**src/rtl/nimplus_dac_pkg.sv**
```systemverilog
// nimplus_dac_pkg: shared DAC frame layout, defaults and receiver state encoding.
package nimplus_dac_pkg;
  localparam int FRAME_BITS_DEF = 32;
  localparam int CNT_W_DEF = 16;
  localparam int CMD_HI = 27;
  localparam int CMD_LO = 24;
  localparam int ADDR_HI = 23;
  localparam int ADDR_LO = 20;
  localparam int DATA_HI = 19;
  localparam int DATA_LO = 4;
  typedef enum logic [1:0] {IDLE, SHIFT, OVER} rx_state_e;
  function automatic logic [31:0] dac_frame(input logic [3:0] cmd, input logic [3:0] addr, input logic [15:0] data);
    return {4'h0, cmd, addr, data, 4'h0};
  endfunction
endpackage

```
**src/rtl/sync_edge.sv**
```systemverilog
// sync_edge: 2-FF synchronizer plus a registered edge stage; q is aligned with the rise/fall strobes.
module sync_edge #(
  parameter logic RST_VAL = 1'b0
) (
  input  logic clk,
  input  logic reset_n,
  input  logic d,
  output logic q,
  output logic rise,
  output logic fall
);
  logic s1_q, s2_q, s3_q, rise_q, fall_q;
  always_ff @(posedge clk or negedge reset_n) begin
    if (!reset_n) begin
      s1_q   <= RST_VAL;
      s2_q   <= RST_VAL;
      s3_q   <= RST_VAL;
      rise_q <= 1'b0;
      fall_q <= 1'b0;
    end else begin
      s1_q   <= d;
      s2_q   <= s1_q;
      s3_q   <= s2_q;
      rise_q <= s2_q & ~s3_q;
      fall_q <= ~s2_q & s3_q;
    end
  end
  assign q = s3_q;
  assign rise = rise_q;
  assign fall = fall_q;
endmodule

```
**src/rtl/dac_serial_rx.sv**
```systemverilog
// dac_serial_rx: oversampling DAC serial bus monitor that rebuilds MSB-first frames and counts errors.
module dac_serial_rx
  import nimplus_dac_pkg::*;
#(
  parameter int FRAME_BITS = FRAME_BITS_DEF,
  parameter int CNT_W = CNT_W_DEF
) (
  input  logic                  clk,
  input  logic                  reset_n,
  input  logic                  dac_sclk,
  input  logic                  dac_nsync,
  input  logic                  dac_din,
  input  logic                  cnt_clear,
  output logic [FRAME_BITS-1:0] frame_data,
  output logic                  frame_valid,
  output logic                  err_short,
  output logic                  err_long,
  output logic [CNT_W-1:0]      frame_cnt,
  output logic [CNT_W-1:0]      err_cnt,
  output logic                  busy
);
  localparam int CW = $clog2(FRAME_BITS + 1);
  logic sclk_unused_q, sclk_unused_rise, sclk_fall;
  logic nsync_s, nsync_rise, nsync_fall;
  logic din_s, din_unused_rise, din_unused_fall;
  rx_state_e state_q, state_d;
  logic [CW-1:0] bit_cnt_q, bit_cnt_d;
  logic [FRAME_BITS-1:0] shreg_q, shreg_d, frame_data_q, frame_data_d, shifted;
  logic frame_valid_q, frame_valid_d, err_short_q, err_short_d, err_long_q, err_long_d;
  logic long_seen_q, long_seen_d, busy_q, last;
  logic [CNT_W-1:0] frame_cnt_q, frame_cnt_d, err_cnt_q, err_cnt_d;

  sync_edge #(.RST_VAL(1'b1)) u_sclk (.clk(clk), .reset_n(reset_n), .d(dac_sclk),
    .q(sclk_unused_q), .rise(sclk_unused_rise), .fall(sclk_fall));
  sync_edge #(.RST_VAL(1'b1)) u_nsync (.clk(clk), .reset_n(reset_n), .d(dac_nsync),
    .q(nsync_s), .rise(nsync_rise), .fall(nsync_fall));
  sync_edge #(.RST_VAL(1'b0)) u_din (.clk(clk), .reset_n(reset_n), .d(dac_din),
    .q(din_s), .rise(din_unused_rise), .fall(din_unused_fall));

  always_comb begin
    state_d = state_q;
    bit_cnt_d = bit_cnt_q;
    shreg_d = shreg_q;
    frame_data_d = frame_data_q;
    long_seen_d = long_seen_q;
    frame_valid_d = 1'b0;
    err_short_d = 1'b0;
    err_long_d = 1'b0;
    shifted = {shreg_q[FRAME_BITS-2:0], din_s};
    last = bit_cnt_q == CW'(FRAME_BITS - 1);
    case (state_q)
      IDLE: if (nsync_fall) begin
        state_d = SHIFT;
        bit_cnt_d = '0;
        shreg_d = '0;
      end
      // a coincident NSYNC rise only cancels the edge if it is not the last bit
      SHIFT: if (sclk_fall && (!nsync_rise || last)) begin
        shreg_d = shifted;
        bit_cnt_d = bit_cnt_q + CW'(1);
        if (last) begin
          frame_data_d = shifted;
          frame_valid_d = 1'b1;
          long_seen_d = 1'b0;
          state_d = nsync_rise ? IDLE : OVER;
        end
      end else if (nsync_rise) begin
        err_short_d = 1'b1;
        state_d = IDLE;
      end
      OVER: if (nsync_rise) state_d = IDLE;
      else if (sclk_fall && !nsync_s && !long_seen_q) begin
        err_long_d = 1'b1;
        long_seen_d = 1'b1;
      end
      default: state_d = IDLE;
    endcase
    frame_cnt_d = cnt_clear ? '0 : frame_cnt_q + CNT_W'(frame_valid_d && !(&frame_cnt_q));
    err_cnt_d = cnt_clear ? '0 : err_cnt_q + CNT_W'((err_short_d || err_long_d) && !(&err_cnt_q));
  end

  always_ff @(posedge clk or negedge reset_n) begin
    if (!reset_n) begin
      state_q <= IDLE;
      bit_cnt_q <= '0;
      shreg_q <= '0;
      frame_data_q <= '0;
      frame_valid_q <= 1'b0;
      err_short_q <= 1'b0;
      err_long_q <= 1'b0;
      long_seen_q <= 1'b0;
      frame_cnt_q <= '0;
      err_cnt_q <= '0;
      busy_q <= 1'b0;
    end else begin
      state_q <= state_d;
      bit_cnt_q <= bit_cnt_d;
      shreg_q <= shreg_d;
      frame_data_q <= frame_data_d;
      frame_valid_q <= frame_valid_d;
      err_short_q <= err_short_d;
      err_long_q <= err_long_d;
      long_seen_q <= long_seen_d;
      frame_cnt_q <= frame_cnt_d;
      err_cnt_q <= err_cnt_d;
      busy_q <= state_d != IDLE;
    end
  end

  assign frame_data = frame_data_q;
  assign frame_valid = frame_valid_q;
  assign err_short = err_short_q;
  assign err_long = err_long_q;
  assign frame_cnt = frame_cnt_q;
  assign err_cnt = err_cnt_q;
  assign busy = busy_q;
endmodule
```
**config.mk**
```make
export PLATFORM = sky130hd
export DESIGN_NAME = dac_serial_rx
export DESIGN_NICKNAME = d
export VERILOG_FILES = /design/src/rtl/nimplus_dac_pkg.sv /design/src/rtl/sync_edge.sv /design/src/rtl/dac_serial_rx.sv
export SDC_FILE = /design/constraint.sdc
export NUM_CORES = 1
export LEC_CHECK = 0
export CORE_MARGIN = 1
export CORE_UTILIZATION = 57
export DETAILED_ROUTE_END_ITERATION = 6
export GPL_ROUTABILITY_DRIVEN = 0
export PLACE_DENSITY = 0.9
export SLEW_MARGIN = 20
export SYNTH_ARGS = -nofsm -noshare
export SYNTH_HDL_FRONTEND = slang
export SYNTH_SLANG_ARGS = --single-unit
```
**constraint.sdc**
```tcl
create_clock -name clk -period 7.3 [get_ports clk]
set_input_delay 0.73 -clock clk [delete_from_list [all_inputs] [get_ports clk]]
set_output_delay 0.73 -clock clk [all_outputs]
set_load 0.005 [all_outputs]
```
# == Word-level counts from Yosys, hierarchy flattened ==
# Index checks and enable logic that the tools add are counted.
# word_totals
register_bits,120
inputBits,6
out_inout_bits,68
wordCells,89
# classes
add_sub_neg,3
n_eq_ne,8
muxes,28
bitwise_logic,6
reduce_logical,21
# ops
op,n
$mux 31,2
$pmux 31 s2,1
$add 16x1->16,2
$mux 16,2
$reduce_and 16->1,2
$mux 1,13
$mux 6,2
$pmux 6 s2,1
$mux 2,5
$ne 2x2->1 const B,4
$add 6x1->6 const B,1
$eq 6x5->1 const B,1
$pmux 2 s3,1
$reduce_and 3->1,2
$reduce_bool 2->1,3
$logic_and 1x1->1,5
$logic_not 1->1,5
$reduce_and 5->1,1
$and 1x1->1,3
$not 1->1,3
$eq 2x1->1 const B,1
$eq 2x2->1 const B,1
$logic_not 2->1,1
$logic_or 1x1->1,2
2 further kinds,2

# == Depth between registers and ports, before layout ==
# depth
depth_word,10
mapped_depth,12
depth_no_buf,12

# == Cells and area by module ==
# Synthesis repeated with hierarchy kept, for this count alone.
# unflattened
hier_cells,454
area_unflattened_um2,5230.0
# by_module_without_submodules
module,instances,cells_each,area_per_inst_um2,seq_area_each_um2
dac_serial_rx,1,433,4802.1,2702.6
sync_edge at u_nsync ...,2,7,143.9,128.9
sync_edge at u_din,1,7,140.1,125.1

# == Worst setup path after synthesis ==
# Ideal clock, no wire load.
# synth_path
path_kind,flip-flop to flip-flop
from,reg bit_cnt_q[0]
to,"reg frame_cnt_q[13], in the netlist frame_cnt[13]"
setup_time_ns,0.078
arrival_ns,2.309
t_required_ns,7.222
setup_slack_ns,4.913
path_stages_with_launch,11
n_path_buf,1
synth_period_minus_slack_ns,2.387
path_cell_list,dfrtp_1 -> ha_1 -> nand2_1 -> nor3_1 -> nand3_1 -> clkbuf_1 -> nor2_1 -> ha_1 -> nand4_1 -> or3_1 -> a21oi_1
# synth_via
elab_chain_cells,8
word_cells_on_any_way,9
cone_classes,add/sub (1); eq/ne (1); mux (4); reduce/logical (3)
# synth_lines
element,line,source
start: declaration,dac_serial_rx.sv:27,"logic [CW-1:0] bit_cnt_q, bit_cnt_d;"
start signal: assignment,dac_serial_rx.sv:97,bit_cnt_q <= bit_cnt_d;
$eq 6x5->1 *,dac_serial_rx.sv:50,last = bit_cnt_q == CW'(FRAME_BITS - 1);
$logic_or 1x1->1,dac_serial_rx.sv:58,SHIFT: if (sclk_fall && (!nsync_rise || last)) begin
$logic_and 1x1->1,dac_serial_rx.sv:58,
$mux 1 *,dac_serial_rx.sv:58,
$mux 1 *,dac_serial_rx.sv:51,case (state_q)
$logic_and 1x1->1 *,dac_serial_rx.sv:78,frame_cnt_d = cnt_clear ? '0 : frame_cnt_q + CNT_W'(frame_valid_d && !(&frame_cnt_q));
$add 16x1->16 *,dac_serial_rx.sv:78,
$mux 16 *,dac_serial_rx.sv:78,
net frame_cnt_d[13],dac_serial_rx.sv:31,"logic [CNT_W-1:0] frame_cnt_q, frame_cnt_d, err_cnt_q, err_cnt_d;"
end signal: assignment,dac_serial_rx.sv:104,frame_cnt_q <= frame_cnt_d;
end: declaration,dac_serial_rx.sv:31,
# Mark *: on every way through the listed nets, which the timed path passes. The rest lies on a longest branch.
# A chain may end at the register's enable or synchronous reset.

# == Final worst setup path ==
# layout_path
from,reg bit_cnt_q[0]
to,"reg frame_cnt_q[15], in the netlist frame_cnt[15]"
# The elaborated chain is that of the path after synthesis.

==> results.toml <==
[drt]
drt_pre_antenna_iters = 4
post_drt_wl_per_cell_um = 17.3
drtIter0Drc = 204
ant_nets = 0
via_count = 3600
drc = 0
viasPerCell = 5.79
drt_wl_total_mm = 10.7

[timing]
tns_ns = 0
final_hold_viol_count = 0
fin_worst_skew_ns = 0.00810
timing.final.ws_setup_ns = 4.29
drv_slew = 0
period_needed_ns = 3.01
fin_crit_sh_pct = 41.2
setup_viol = 0
fmax_mhz = 332
rsz0062_at_grt = "no"
worstMarginPinSlew_ns = 1.00
slew_headroom_pct = 33.0

[setup_path]
crit_required_ns = 7.71
start_kind = "flip-flop"
reg2reg_from = "bit_cnt_q[0]$_DFFE_PN0P_"
critical_path.startpoint = "bit_cnt_q[0]$_DFFE_PN0P_"
critPathKind = "reg -> reg"
critPathArrivalTime_ns = 3.42
endpoint_kind = "flip-flop"
cp_max_fo = 13

[yosys]
netlist_area_um2 = 4710
synth_compound_area_share_pct = 8.59
synth_mux_area_share_pct = 0.239
synth.avg_cell_area_um2 = 11.0
synth_fa_ha_area_share_pct = 1.33
syn_nets = 440
synth_simple_gate_area_share_pct = 19.4
ys_seq_area_share_pct = 64.0
ys_warn_count = 0
ys_ff_latch = 120
ys_types = 32
synthCells = 429
synth_xor_area_share_pct = 4.84
synth_top_family_by_area = "simple AND/OR/NAND/NOR gates"

[final_layout]
layout_commonest_cell = "dfrtp_1"
n_antenna_cell = 0
fin_cells = 622
layout-drive-gt1-share_pct = 8.85
area_growth_pct = 30.1
final_cell_mix = "114 x dfrtp_1, 110 x nand2_1, 71 x clkdlybuf4s50_1"
postLayoutCoreUtil_pct = 78.0
nNetsFinal = 518

[clock_network]
cts_tree = "yes"
cts.clk_slew.worst_paths_ns = 0.06
root_buffer = "clkbuf_8"
hold_buffers = 0
post_cts_resized = 0
numCtsBuffers = 17
clk_latency_ns = 0.51
cts_setup_buffers = 0
cts_buffer_depth = 2
cts_max_level = 4
cts_sinks = 120

[floorplan]
die_y_um = 92.9
start_util_pct = 60.0
num_io_pins = 74
die_area_um2 = 8620
coreArea_um2 = 7850
fp.dieW_um = 92.9
num_rows = 32

[placement]
preCtsSetupSlack_ns = 4.56
dp_cells = 590
io_buffers = 73
dp_hpwl_mm = 6.16

[power]
peakVddDrop_v = 0.000145
leakagePower_nw = 2.91
p_per_area_nw_per_um2 = 260

[outcome]
status = "complete, no violations"

[grt]
overflow = 0
first_global_vias = 3761
grt_pass1_wl_mm = 18.2
grt_util_all_layers_pct = 27.7
grt_max_degree = 74
antenna_found_initial = 0

[flow_run]
cap_violations = 0

[hold_path]
hold_path_class = "in -> async"
==> flip-flops by register name, indices dropped and copies added (netlist names), 2 cells and up <==
name,count
frame_data,32
shreg_q,31
err_cnt,16
frame_cnt,16
bit_cnt_q,6
state_q,2
==> cells by family after synthesis <==
kind of cell | count (synthesis)
compound gates | 54
buf+inv | 20
fa+ha+maj | 5
mux | 1
flops | 120
xor+xnor | 26
simple gates | 203
==> per-layer routing <==
metal	wire [µm]	vias up	track usage, %
met5	0	-	0
met4	210	0	9.87
met3	632	26	7.80
met2	5520	129	46.6
met1	4370	1831	34.3
li1	-	1614	-
==> cell usage after synthesis (all sizes together) <==
master | count | area [µm²]
buf | 4 | 18.8
and2 | 1 | 6.26
and4 | 5 | 43.8
nand4 | 6 | 37.5
or3 | 7 | 43.8
a22o | 32 | 280
and3 | 7 | 43.8
xor2 | 20 | 175
nor4 | 1 | 6.26
nor3 | 3 | 15.0
clkbuf | 13 | 48.8
or4 | 2 | 15.0
xnor2 | 6 | 52.6
nand2b | 4 | 25.0
a21oi | 9 | 45.0
dfrtp | 114 | 2850
mux2 | 1 | 11.3
o32a | 1 | 10.0
dfstp | 6 | 158
a21o | 1 | 7.51
o31ai | 1 | 7.51
ha | 5 | 62.6
nor2 | 29 | 109
nand2 | 111 | 419
a31o | 1 | 8.76
nand3b | 1 | 7.51
nand3 | 19 | 95.1
inv | 3 | 11.3
nor2b | 7 | 43.8
o21ai | 9 | 45.0
==> area by class of cell <==
cell class | count | area (µm²)
Sequential cell | 120 | 3010
Fill cell | 491 | 1730
Multi-Input combinational cell | 289 | 1620
Timing Repair Buffer | 76 | 746
Clock buffer | 19 | 442
Clock inverter | 13 | 168
Tap cell | 102 | 128
Inverter | 3 | 11.3
==> path summary, 6_finish.rpt <==
path / end / slack, ns / depth (start not counted)
setup / recovery: frame_cnt[15]$_DFF_PN0_ / 4.29 / 9
hold / removal: shreg_q[25]$_DFFE_PN0P_ / 0.23 / 1
setup reg to reg: frame_cnt[15]$_DFF_PN0_ / 4.29 / 9
hold reg to reg: u_din.q$_DFF_PN0_ / 0.35 / 0
max in group asynchronous: u_nsync.rise$_DFF_PN0_ / 5.76 / 2
min in group clk: u_din.q$_DFF_PN0_ / 0.35 / 0
==> critical path: stages, from the launching register on <==
cell and delay (ns):
dfrtp_1 0.39, ha_1 0.22, nand2_1 0.10, nor3_1 0.26, nand3_1 0.44, nor2_1 0.39, ha_1 0.30, nand4_1 0.23
or3_1 0.38, a21oi_1 0.22
==> power breakdown <==
part / switching, mW / internal (mW) / leakage (nW)
clock network: 0.306 / 0.541 / 0.295
registers: 0.0116 / 0.680 / 1.64
logic: 0.0371 / 0.0188 / 0.971
==> metrics by stage <==
step	area (µm²)	hold slack, ns	power [mW]
2_1_floorplan	4710	0.331	0.728
3_3_place_gp	5520	0.337	0.753
3_5_place_dp	5520	0.339	0.756
4_1_cts	6130	0.233	1.60
5_1_grt	6120	0.270	1.64
6_report	6120	0.227	1.59
(Power assumes the default switching activity.)
